$ cat src/rtl/mmio_axil_master_if.sv
// AXI4-Lite bus bundle between the MMIO master and a slave.
// master modport: drives AW/W/AR address, data and VALIDs plus BREADY/RREADY;
//                 receives AWREADY, WREADY, ARREADY, B and R channel signals.
// slave modport : the mirror image.
interface mmio_axil_master_if;
  localparam int unsigned ADDR_W = 32;
  localparam int unsigned DATA_W = 32;
  localparam int unsigned STRB_W = DATA_W / 8;
  localparam int unsigned RESP_W = 2;

  logic [ADDR_W-1:0] AWADDR;
  logic              AWVALID;
  logic              AWREADY;
  logic [DATA_W-1:0] WDATA;
  logic [STRB_W-1:0] WSTRB;
  logic              WVALID;
  logic              WREADY;
  logic [RESP_W-1:0] BRESP;
  logic              BVALID;
  logic              BREADY;
  logic [ADDR_W-1:0] ARADDR;
  logic              ARVALID;
  logic              ARREADY;
  logic [DATA_W-1:0] RDATA;
  logic [RESP_W-1:0] RRESP;
  logic              RVALID;
  logic              RREADY;

  modport master (
    output AWADDR, AWVALID, WDATA, WSTRB, WVALID, BREADY, ARADDR, ARVALID, RREADY,
    input  AWREADY, WREADY, BRESP, BVALID, ARREADY, RDATA, RRESP, RVALID
  );

  modport slave (
    input  AWADDR, AWVALID, WDATA, WSTRB, WVALID, BREADY, ARADDR, ARVALID, RREADY,
    output AWREADY, WREADY, BRESP, BVALID, ARREADY, RDATA, RRESP, RVALID
  );
endinterface

$ cat src/rtl/mmio_axil_master.sv
// Single-outstanding MMIO request -> AXI4-Lite master bridge.
// Ports:
//   ACLK, ARESETn        clock, asynchronous active-low reset
//   req_valid/req_ready  request handshake; req_addr, req_wdata, req_write payload
//   rsp_valid            one-cycle response pulse with rsp_rdata, rsp_resp, rsp_timeout
//   axi                  AXI4-Lite master side (AW, W, B, AR, R channels)
// A per-phase watchdog (TIMEOUT_CYC, 0 = off) aborts a stalled transaction and
// reports it with rsp_timeout=1 and SLVERR.
module mmio_axil_master #(
  parameter int unsigned TIMEOUT_CYC    = 1000,
  parameter logic [31:0] ADDR_BASE_MASK = 32'hFFFF_FFFF
) (
  input  logic        ACLK,
  input  logic        ARESETn,
  input  logic        req_valid,
  output logic        req_ready,
  input  logic [31:0] req_addr,
  input  logic [31:0] req_wdata,
  input  logic        req_write,
  output logic        rsp_valid,
  output logic [31:0] rsp_rdata,
  output logic [1:0]  rsp_resp,
  output logic        rsp_timeout,
  mmio_axil_master_if.master axi
);

  localparam int unsigned ADDR_W = 32;
  localparam int unsigned DATA_W = 32;
  localparam int unsigned RESP_W = 2;
  localparam int unsigned CNT_W  = 32;
  localparam logic [RESP_W-1:0] RESP_TIMEOUT = 2'b10;

  typedef enum logic [2:0] {
    S_IDLE,
    S_WR,
    S_WB,
    S_RA,
    S_RD,
    S_RSP
  } state_e;

  state_e            state_q, state_d;
  logic [ADDR_W-1:0] addr_q, addr_d;
  logic [DATA_W-1:0] wdata_q, wdata_d;
  logic              awvalid_q, awvalid_d;
  logic              wvalid_q, wvalid_d;
  logic              bready_q, bready_d;
  logic              arvalid_q, arvalid_d;
  logic              rready_q, rready_d;
  logic              req_ready_q, req_ready_d;
  logic              rsp_valid_q, rsp_valid_d;
  logic [DATA_W-1:0] rsp_rdata_q, rsp_rdata_d;
  logic [RESP_W-1:0] rsp_resp_q, rsp_resp_d;
  logic              rsp_timeout_q, rsp_timeout_d;
  logic [CNT_W-1:0]  cnt_q, cnt_d;

  logic              aw_hs, w_hs, b_hs, ar_hs, r_hs;
  logic [CNT_W-1:0]  cnt_inc;
  logic              timeout_hit;

  assign aw_hs = awvalid_q & axi.AWREADY;
  assign w_hs  = wvalid_q  & axi.WREADY;
  assign b_hs  = bready_q  & axi.BVALID;
  assign ar_hs = arvalid_q & axi.ARREADY;
  assign r_hs  = rready_q  & axi.RVALID;

  // Watchdog fires when this cycle would make the idle-wait count reach the limit.
  assign cnt_inc     = cnt_q + CNT_W'(1);
  assign timeout_hit = (TIMEOUT_CYC != 0) && (cnt_inc == CNT_W'(TIMEOUT_CYC));

  // State and datapath registers.
  always_ff @(posedge ACLK or negedge ARESETn) begin
    if (!ARESETn) begin
      state_q       <= S_IDLE;
      addr_q        <= '0;
      wdata_q       <= '0;
      awvalid_q     <= 1'b0;
      wvalid_q      <= 1'b0;
      bready_q      <= 1'b0;
      arvalid_q     <= 1'b0;
      rready_q      <= 1'b0;
      req_ready_q   <= 1'b0;
      rsp_valid_q   <= 1'b0;
      rsp_rdata_q   <= '0;
      rsp_resp_q    <= '0;
      rsp_timeout_q <= 1'b0;
      cnt_q         <= '0;
    end else begin
      state_q       <= state_d;
      addr_q        <= addr_d;
      wdata_q       <= wdata_d;
      awvalid_q     <= awvalid_d;
      wvalid_q      <= wvalid_d;
      bready_q      <= bready_d;
      arvalid_q     <= arvalid_d;
      rready_q      <= rready_d;
      req_ready_q   <= req_ready_d;
      rsp_valid_q   <= rsp_valid_d;
      rsp_rdata_q   <= rsp_rdata_d;
      rsp_resp_q    <= rsp_resp_d;
      rsp_timeout_q <= rsp_timeout_d;
      cnt_q         <= cnt_d;
    end
  end

  // Next-state and next-output logic.
  always_comb begin
    logic do_abort;
    do_abort      = 1'b0;
    state_d       = state_q;
    addr_d        = addr_q;
    wdata_d       = wdata_q;
    awvalid_d     = awvalid_q;
    wvalid_d      = wvalid_q;
    bready_d      = bready_q;
    arvalid_d     = arvalid_q;
    rready_d      = rready_q;
    rsp_rdata_d   = rsp_rdata_q;
    rsp_resp_d    = rsp_resp_q;
    rsp_timeout_d = rsp_timeout_q;
    cnt_d         = cnt_q;

    case (state_q)
      S_IDLE: begin
        if (req_valid && req_ready_q) begin
          addr_d        = req_addr & ADDR_BASE_MASK;
          wdata_d       = req_wdata;
          cnt_d         = '0;
          rsp_rdata_d   = '0;
          rsp_resp_d    = '0;
          rsp_timeout_d = 1'b0;
          if (req_write) begin
            awvalid_d = 1'b1;
            wvalid_d  = 1'b1;
            bready_d  = 1'b1;
            state_d   = S_WR;
          end else begin
            arvalid_d = 1'b1;
            rready_d  = 1'b1;
            state_d   = S_RA;
          end
        end
      end

      // AW and W retire independently; BREADY is already up.
      S_WR: begin
        if (aw_hs) awvalid_d = 1'b0;
        if (w_hs)  wvalid_d  = 1'b0;
        if (aw_hs || w_hs) begin
          cnt_d = '0;
          if (!awvalid_d && !wvalid_d) state_d = S_WB;
        end else if (timeout_hit) begin
          do_abort = 1'b1;
        end else begin
          cnt_d = cnt_inc;
        end
      end

      S_WB: begin
        if (b_hs) begin
          bready_d    = 1'b0;
          rsp_resp_d  = axi.BRESP;
          rsp_rdata_d = '0;
          cnt_d       = '0;
          state_d     = S_RSP;
        end else if (timeout_hit) begin
          do_abort = 1'b1;
        end else begin
          cnt_d = cnt_inc;
        end
      end

      S_RA: begin
        if (ar_hs) begin
          arvalid_d = 1'b0;
          cnt_d     = '0;
          state_d   = S_RD;
        end else if (timeout_hit) begin
          do_abort = 1'b1;
        end else begin
          cnt_d = cnt_inc;
        end
      end

      S_RD: begin
        if (r_hs) begin
          rready_d    = 1'b0;
          rsp_rdata_d = axi.RDATA;
          rsp_resp_d  = axi.RRESP;
          cnt_d       = '0;
          state_d     = S_RSP;
        end else if (timeout_hit) begin
          do_abort = 1'b1;
        end else begin
          cnt_d = cnt_inc;
        end
      end

      S_RSP: begin
        state_d = S_IDLE;
      end

      default: begin
        state_d = S_IDLE;
      end
    endcase

    // Abandon the bus transaction and report a timeout.
    if (do_abort) begin
      awvalid_d     = 1'b0;
      wvalid_d      = 1'b0;
      bready_d      = 1'b0;
      arvalid_d     = 1'b0;
      rready_d      = 1'b0;
      rsp_rdata_d   = '0;
      rsp_resp_d    = RESP_TIMEOUT;
      rsp_timeout_d = 1'b1;
      cnt_d         = '0;
      state_d       = S_RSP;
    end

    req_ready_d = (state_d == S_IDLE);
    rsp_valid_d = (state_d == S_RSP);
  end

  assign req_ready   = req_ready_q;
  assign rsp_valid   = rsp_valid_q;
  assign rsp_rdata   = rsp_rdata_q;
  assign rsp_resp    = rsp_resp_q;
  assign rsp_timeout = rsp_timeout_q;

  assign axi.AWADDR  = addr_q;
  assign axi.AWVALID = awvalid_q;
  assign axi.WDATA   = wdata_q;
  assign axi.WSTRB   = 4'hF;
  assign axi.WVALID  = wvalid_q;
  assign axi.BREADY  = bready_q;
  assign axi.ARADDR  = addr_q;
  assign axi.ARVALID = arvalid_q;
  assign axi.RREADY  = rready_q;

endmodule

$ cat src/flat_wrapper.sv
// flat-port wrapper written by rule: the top's interface ports become plain ports
module mmio_axil_master_flat 
#(
  parameter int unsigned TIMEOUT_CYC    = 1000,
  parameter logic [31:0] ADDR_BASE_MASK = 32'hFFFF_FFFF
)
  (ACLK, ARESETn, req_valid, req_ready, req_addr, req_wdata, req_write, rsp_valid, rsp_rdata, rsp_resp, rsp_timeout, axi_AWADDR, axi_AWVALID, axi_WDATA, axi_WSTRB, axi_WVALID, axi_BREADY, axi_ARADDR, axi_ARVALID, axi_RREADY, axi_AWREADY, axi_WREADY, axi_BRESP, axi_BVALID, axi_ARREADY, axi_RDATA, axi_RRESP, axi_RVALID);
  mmio_axil_master_if axi_i ();
  input  logic ACLK;
  input  logic ARESETn;
  input  logic req_valid;
  output logic req_ready;
  input  logic [31:0] req_addr;
  input  logic [31:0] req_wdata;
  input  logic req_write;
  output logic rsp_valid;
  output logic [31:0] rsp_rdata;
  output logic [1:0] rsp_resp;
  output logic rsp_timeout;
  output wire logic [$bits(axi_i.AWADDR)-1:0] axi_AWADDR;
  output wire logic [$bits(axi_i.AWVALID)-1:0] axi_AWVALID;
  output wire logic [$bits(axi_i.WDATA)-1:0] axi_WDATA;
  output wire logic [$bits(axi_i.WSTRB)-1:0] axi_WSTRB;
  output wire logic [$bits(axi_i.WVALID)-1:0] axi_WVALID;
  output wire logic [$bits(axi_i.BREADY)-1:0] axi_BREADY;
  output wire logic [$bits(axi_i.ARADDR)-1:0] axi_ARADDR;
  output wire logic [$bits(axi_i.ARVALID)-1:0] axi_ARVALID;
  output wire logic [$bits(axi_i.RREADY)-1:0] axi_RREADY;
  input wire logic [$bits(axi_i.AWREADY)-1:0] axi_AWREADY;
  input wire logic [$bits(axi_i.WREADY)-1:0] axi_WREADY;
  input wire logic [$bits(axi_i.BRESP)-1:0] axi_BRESP;
  input wire logic [$bits(axi_i.BVALID)-1:0] axi_BVALID;
  input wire logic [$bits(axi_i.ARREADY)-1:0] axi_ARREADY;
  input wire logic [$bits(axi_i.RDATA)-1:0] axi_RDATA;
  input wire logic [$bits(axi_i.RRESP)-1:0] axi_RRESP;
  input wire logic [$bits(axi_i.RVALID)-1:0] axi_RVALID;
  assign axi_AWADDR = axi_i.AWADDR;
  assign axi_AWVALID = axi_i.AWVALID;
  assign axi_WDATA = axi_i.WDATA;
  assign axi_WSTRB = axi_i.WSTRB;
  assign axi_WVALID = axi_i.WVALID;
  assign axi_BREADY = axi_i.BREADY;
  assign axi_ARADDR = axi_i.ARADDR;
  assign axi_ARVALID = axi_i.ARVALID;
  assign axi_RREADY = axi_i.RREADY;
  assign axi_i.AWREADY = axi_AWREADY;
  assign axi_i.WREADY = axi_WREADY;
  assign axi_i.BRESP = axi_BRESP;
  assign axi_i.BVALID = axi_BVALID;
  assign axi_i.ARREADY = axi_ARREADY;
  assign axi_i.RDATA = axi_RDATA;
  assign axi_i.RRESP = axi_RRESP;
  assign axi_i.RVALID = axi_RVALID;
  mmio_axil_master #(.TIMEOUT_CYC(TIMEOUT_CYC), .ADDR_BASE_MASK(ADDR_BASE_MASK)) u_core (.ACLK(ACLK), .ARESETn(ARESETn), .req_valid(req_valid), .req_ready(req_ready), .req_addr(req_addr), .req_wdata(req_wdata), .req_write(req_write), .rsp_valid(rsp_valid), .rsp_rdata(rsp_rdata), .rsp_resp(rsp_resp), .rsp_timeout(rsp_timeout), .axi(axi_i));
endmodule
$ cat config.mk
export PLATFORM = sky130hd
export DESIGN_NAME = mmio_axil_master_flat
export DESIGN_NICKNAME = d
export VERILOG_FILES = /design/src/rtl/mmio_axil_master_if.sv /design/src/rtl/mmio_axil_master.sv /design/src/flat_wrapper.sv
export SDC_FILE = /design/constraint.sdc
export NUM_CORES = 1
export LEC_CHECK = 0
export ABC_AREA = 1
export BUFFER_PORTS_ARGS = -buffer_cell sky130_fd_sc_hd__buf_4
export CAP_MARGIN = 15
export CORE_MARGIN = 2
export CORE_UTILIZATION = 45
export CTS_BUF_LIST = sky130_fd_sc_hd__clkbuf_4 sky130_fd_sc_hd__clkbuf_8
export DETAILED_ROUTE_END_ITERATION = 10
export GPL_TIMING_DRIVEN = 0
export PLACE_DENSITY = 0.73
export SYNTH_ARGS = -nofsm -noshare
export SYNTH_HDL_FRONTEND = slang
export SYNTH_SLANG_ARGS = --single-unit
$ cat constraint.sdc
create_clock -name ACLK -period 3.3 [get_ports ACLK]
set_clock_uncertainty 0.05 [all_clocks]
set_input_delay 0.99 -clock ACLK [delete_from_list [all_inputs] [get_ports ACLK]]
set_output_delay 0.99 -clock ACLK [all_outputs]
set_load 0.05 [all_outputs]
==> results by group, run 1 <==
Finish
  • Nets: 1376
  • Fin cells: 1495
  • Area growth, synth to finish: 36.1%
  • Diode count: 0
  • Final instance area: 9940 µm²
  • Layout cell share with drive strength beyond 1: 27.5%
  • Fill count: 1502
  • Area of the multi-input gates: 3120 µm²
  • Storage element area: 3530 µm²

Critical path
  • CP Data Required Time: 3610 ps
  • Critical Path Fanout Max: 10
  • Worst Path Arrival: 3260 ps
  • Crit path max-delay family: simple AND/OR/NAND/NOR gates
  • Kind of critical path: register to register
  • Crit path cell chain: ha_1 > nand2_1 > nor2_4 > nand2_2 > nor2_4 > nand2_1 > nand2_1 > nand2_1 > nor2_1 > nand2_1 > nor2_2 > nand3_1 > buf_4 > a21oi_4 > nand3_4 > buf_2 > nand2_1 > nand2_1
  • CP max stage delay: 400 ps
  • Most frequent CP cell: nand2_1
  • Crit path max-delay cell type: dfrtp_1
  • Setup crit end kind: register
  • CP bufs+invs: 2
  • Startpoint Class: register

CTS
  • CTS tree: built
  • Worst skew pair latency: 460 ps
  • CTS Buf Count: 17
  • Clock Sinks: 141
  • Post-CTS setup buffers: 0
  • Clock Tree Buf Depth: 2
  • Reg clk slew, reported paths: 80 ps
  • Htree depth: 4
  • Clock root buffer master: clkbuf_8

Power and ir drop
  • Pwr per Cell Area: 982 nW/µm²
  • Leakage power: 5.45 nW
  • Max IR drop VDD: 0.000832 V

Placed design
  • Hpwl dp: 16200 µm
  • Dpl cells: 1463
  • Quantity of I/O buffers inserted on ports: 246
  • Area post-placement: 9460 µm²
  • Final GP Congestion: 0.894

STA
  • Worst-Margin Slew: 649 ps
  • Rel. slew slack: 56.7%
  • Final min period: 2950 ps
  • Slew Viols, Final: 0
  • RSZ-0062 raised after global routing: false
  • Setup_tns: 0 ps
  • Final worst path period share: 89.5%
  • Setup violators final: 0
  • Final hold slack: 431 ps
  • Final hold vios: 0
  • Max Clk Rate: 339 MHz

Global route
  • Vias in the first global route: 7040
  • Global-route wire length before repair: 35300 µm
  • GRT Total Usage: 25.6%
  • Largest net degree at the start of global routing: 85
  • Initial antenna violation count: 0
  • Total congestion overflow: 0

Yosys
  • Synth cell types: 37
  • Warnings from Yosys: 0
  • Post-synthesis cell count: 997
  • Post-synthesis register bit count: 141
  • Ys async rst share: 100%
  • Post-synth EDFFs: 0
  • Main synth FF type: dfrtp_1
  • Mapped Area: 7300 µm²
  • Sequential share of the synthesized area: 48.3%
  • Synth top cells by count: nand2_1, dfrtp_1, nor2_1, nand3_1, inv_1
  • Cell taking the most area after synthesis: dfrtp_1
  • Avg Inst Size Synth: 7.32 µm²
  • Most common cell in the netlist: nand2_1
  • Main area contributors after synthesis: dfrtp_1, nand2_1, nand3_1
  • Top cell type's share of synthesized area: 48.3%

Die
  • Die X: 131 µm
  • Die Ht: 131 µm
  • Top-level I/O count: 251
  • Initial Util: 46.0%
  • Row cnt: 46
  • Die area: 17300 µm²
  • Core Footprint: 15900 µm²

Detailed routing
  • Vias per cell: 4.84
  • Vias: 7231
  • Residual DRC: 0
  • DR pass1 iterations: 5
  • DRT iter0 DRCs: 435
  • Post-Route WL: 21700 µm
  • DR WL/cell: 14.5 µm
  • Number of routed nets with antenna violations: 0

Worst hold path
  • Worst hold path class: register to register

Flow run
  • Max-cap violations: 0

Run status
  • Outcome: completed
==> power breakdown <==
part | leakage [nW] | internal (W) | total, W | switching [W]
clock network | 0.222 | 0.000890 | 0.00162 | 0.000731
logic | 3.36 | 0.00162 | 0.00556 | 0.00394
registers | 1.87 | 0.00221 | 0.00258 | 0.000373
==> state kept, by name, indices dropped and copies added, names as in the netlist <==
register            cells
u_core.req_ready        1
u_core.rsp_timeout      1
u_core.axi.WVALID       1
u_core.rsp_valid        1
u_core.axi.AWVALID      1
u_core.rsp_rdata       32
u_core.rsp_resp         2
u_core.cnt_q           32
u_core.axi.RREADY       1
u_core.axi.ARADDR      32
u_core.axi.WDATA       32
u_core.axi.ARVALID      1
u_core.state_q          3
u_core.axi.BREADY       1
==> layout make-up <==
| class | count | area share, % |
|---|---|---|
| Sequential cell | 141 | 35.5 |
| Multi-Input combinational cell | 723 | 31.4 |
| Timing Repair Buffer | 247 | 18.9 |
| Buffer | 75 | 4.54 |
| Clock buffer | 20 | 2.77 |
| Tap cell | 216 | 2.72 |
| Inverter | 61 | 2.30 |
| Clock inverter | 12 | 1.84 |
==> cells by family after synthesis <==
| family | Yosys count | synth area share, % |
|---|---|---|
| other | 1 | 0.0514 |
| and+or+nand+nor | 659 | 37.4 |
| buffers and inverters | 136 | 9.32 |
| adders and majority gates | 1 | 0.171 |
| xor gates and xnor gates | 3 | 0.360 |
| DFF | 141 | 48.3 |
| AOI/OAI and AO/OA | 56 | 4.37 |
==> per-layer routing <==
layer,track usage (%),part of all wire [%]
met5,0,0
met2,41.8,48
met1,32.1,42
met3,7.87,8.3
met4,9.30,2.2
==> tightest hold or removal path, stage by stage (launching register included) <==
cell	delay, ps
dfrtp_1	350
nand2_1	50
nand2_1	40
==> stage by stage <==
stage | power (W) | setup WS [ps] | util [%]
4_1_cts | 0.00981 | 271 | 62.4
6_report | 0.00976 | 348 | 62.6
3_3_place_gp | 0.00812 | 270 | 59.4
5_1_grt | 0.0103 | 57.0 | 62.6
3_5_place_dp | 0.00818 | 272 | 59.6
2_1_floorplan | 0.00642 | 833 | -
==> placed cells by master (no fill, tap or decap), drive strengths merged, types with 2 or more instances in the layout <==
cell type | Yosys | routed
bufinv | 0 | 4
clkinv | 1 | 4
a31oi | 2 | 2
o22ai | 4 | 4
a32o | 2 | 2
clkinvlp | 0 | 3
nor2 | 106 | 106
nand2 | 452 | 452
o21ai | 40 | 40
nand3 | 92 | 92
a21oi | 5 | 5
buf | 47 | 294
clkbuf | 28 | 48
nand3b | 2 | 2
inv | 60 | 62
conb | 1 | 4
nand4 | 4 | 4
dfrtp | 141 | 141
xor2 | 2 | 2
nor3 | 2 | 2
==> path summary, 6_finish.rpt <==
path                                                        from                          endpoint  slack (ps)  cells after the start
worst max register to register       u_core.cnt_q[0]$_DFFE_PN0P_    u_core.rsp_resp[0]$_DFFE_PN0P_         350                     18
min in group asynchronous                                ARESETn   u_core.axi.WDATA[6]$_DFFE_PN0P_         440                      1
max in group asynchronous                                ARESETn  u_core.rsp_rdata[30]$_DFFE_PN0P_        1930                      2
worst min register to register  u_core.axi.WDATA[24]$_DFFE_PN0P_  u_core.axi.WDATA[24]$_DFFE_PN0P_         430                      2
worst min-delay path            u_core.axi.WDATA[24]$_DFFE_PN0P_  u_core.axi.WDATA[24]$_DFFE_PN0P_         430                      2
worst max-delay path                 u_core.cnt_q[0]$_DFFE_PN0P_    u_core.rsp_resp[0]$_DFFE_PN0P_         350                     18
==> what timing repair did <==
item / in CTS / in global routing
setup endpoints to repair: 0 / 30
hold buffers: 0 / 0
resized for setup: 0 / 3
No activity file was read; power rests on OpenSTA's default activity.
==> run 2: changes to the inputs <==
--- a/config.mk
+++ b/config.mk
@@ -6,7 +6,7 @@
 export NUM_CORES = 1
 export LEC_CHECK = 0
 export ABC_AREA = 1
-export BUFFER_PORTS_ARGS = -buffer_cell sky130_fd_sc_hd__buf_4
+export BUFFER_PORTS_ARGS = -buffer_cell sky130_fd_sc_hd__buf_2
 export CAP_MARGIN = 15
 export CORE_MARGIN = 2
 export CORE_UTILIZATION = 45
==> results by group, run 2 (synthesis results as in run 1) <==
Critical path
  • Worst Path Arrival: 3290 ps
  • CP Data Required Time: 3600 ps
  • Startpoint Class: register
  • Critical Path Fanout Max: 10
  • Setup crit end kind: register
  • Kind of critical path: register to register

Finish
  • Nets: 1376
  • Area growth, synth to finish: 26.9%
  • Final instance area: 9260 µm²
  • Layout cell share with drive strength beyond 1: 27.5%
  • Commonest non-fill, non-tap cell in the layout: nand2_1
  • Highest-count cells in the layout ignoring fill and taps: nand2_1, buf_2, dfrtp_1

Die
  • Initial Util: 46.0%
  • Die X: 131 µm
  • Top-level I/O count: 251
  • Core Footprint: 15900 µm²
  • Row cnt: 46
  • Die Ht: 131 µm
  • Die area: 17300 µm²

Detailed routing
  • Vias: 7202
  • Residual DRC: 0
  • DR pass1 iterations: 5
  • DR WL/cell: 14.1 µm
  • Number of routed nets with antenna violations: 0
  • Post-Route WL: 21100 µm
  • DRT iter0 DRCs: 522
  • Vias per cell: 4.80

STA
  • Final worst path period share: 90.5%
  • Setup_tns: 0 ps
  • Worst-Margin Slew: 609 ps
  • Setup violators final: 0
  • Slew Viols, Final: 0
  • Final hold vios: 0
  • RSZ-0062 raised after global routing: false
  • Max Clk Rate: 335 MHz
  • Rel. slew slack: 59.4%
  • Final min period: 2990 ps

Global route
  • Initial antenna violation count: 4
  • Global-route wire length before repair: 34800 µm
  • Vias in the first global route: 6977
  • Largest net degree at the start of global routing: 88
  • Total congestion overflow: 0
  • GRT Total Usage: 25.1%

Placed design
  • Final GP Congestion: 0.881
  • Area post-placement: 8850 µm²
  • Hpwl dp: 15800 µm
  • Quantity of I/O buffers inserted on ports: 246

Power and ir drop
  • Leakage power: 5.28 nW
  • Pwr per Cell Area: 981 nW/µm²
  • Max IR drop VDD: 0.000846 V

Flow run
  • Max-cap violations: 0

CTS
  • Worst skew pair latency: 460 ps
  • Cts hold-fix bufs: 0
  • CTS Buf Count: 17
  • Clock Sinks: 141
  • Clock Tree Buf Depth: 2
  • Htree depth: 4
  • CTS tree: built
  • Reg clk slew, reported paths: 90 ps
  • Post-CTS setup buffers: 0
  • Clock root buffer master: clkbuf_8

Worst hold path
  • Worst hold path class: input pin to asynchronous set/reset pin

Run status
  • Outcome: completed
[run 2: cell types whose count changed in the layout (fill, tap and decap cells not counted), sizes merged]
cell      before  now
diode          0    4
inv           62   66
bufinv         4    1
clkinv         4    6
clkinvlp       3    1
clkbuf        48   47
[run 2: power breakdown]
part	internal, W	switching [W]	total [W]
Combinational	0.00123	0.00391	0.00514
Sequential	0.00221	0.000341	0.00255
Clock	0.000653	0.000743	0.00140
Total	0.00409	0.00500	0.00909
[run 2: critical path, stage by stage (launching register included)]
cell and delay (ps):
dfrtp_1 400, ha_1 230, nand2_1 90, nor2_2 220, nand2_2 170, nor2_4 180
nand2_1 60, nand2_1 50, nand2_1 60, nor2_1 110, nand2_1 70, nor2_2 210
nand3_1 130, buf_4 200, a21oi_4 170, nand3_4 120, buf_2 210, nand2_1 80
nand2_1 50
[run 2: metrics by stage]
step | hold WS [ps] | util [%] | std cells | setup slack (ps) | total power [W]
3_5_place_dp | 405 | 55.7 | 1463 | 242 | 0.00773
4_1_cts | 425 | 58.2 | 1495 | 243 | 0.00914
3_3_place_gp | 402 | 55.5 | 1462 | -882 | 0.00767
2_1_floorplan | 457 | - | 1000 | 833 | 0.00642
5_1_grt | 435 | 58.3 | 1498 | 50.1 | 0.00962
6_report | 417 | 58.3 | 1499 | 313 | 0.00909
[run 2: final cells by class]
class	count	area, µm²
Tap cell	216	270
Antenna cell	4	10.0
Multi-Input combinational cell	723	3120
Timing Repair Buffer	247	1260
Sequential cell	141	3530
Inverter	61	229
Clock inverter	13	129
Fill cell	1551	6620
Clock buffer	19	262
Buffer	75	452
[run 2: worst paths after layout]
kind | startpoint | to | slack (ps) | cells past startpoint
min | ARESETn | u_core.axi.WDATA[6]$_DFFE_PN0P_ | 420 | 1
min reg2reg | u_core.axi.WDATA[22]$_DFFE_PN0P_ | u_core.axi.WDATA[22]$_DFFE_PN0P_ | 420 | 2
max reg2reg | u_core.cnt_q[0]$_DFFE_PN0P_ | u_core.rsp_rdata[24]$_DFFE_PN0P_ | 310 | 18
max in group asynchronous | ARESETn | u_core.rsp_valid$_DFF_PN0_ | 1950 | 2
max | u_core.cnt_q[0]$_DFFE_PN0P_ | u_core.rsp_rdata[24]$_DFFE_PN0P_ | 310 | 18
min in group ACLK | u_core.axi.WDATA[22]$_DFFE_PN0P_ | u_core.axi.WDATA[22]$_DFFE_PN0P_ | 420 | 2
[run 2: routing by layer]
| layer | share of wire (%) | vias to the layer above | GRT usage [%] |
|---|---|---|---|
| li1 | - | 3598 | - |
| met1 | 43 | 3339 | 31.6 |
| met2 | 47 | 232 | 41.2 |
| met3 | 6.8 | 33 | 7.45 |
| met4 | 2.5 | 0 | 9.48 |
| met5 | 0 | - | 0 |
[run 2: what timing repair did]
action	in CTS	in global routing
endpoints found under the hold margin	0	0
endpoints found under the setup margin	0	27
gates resized for setup	0	2
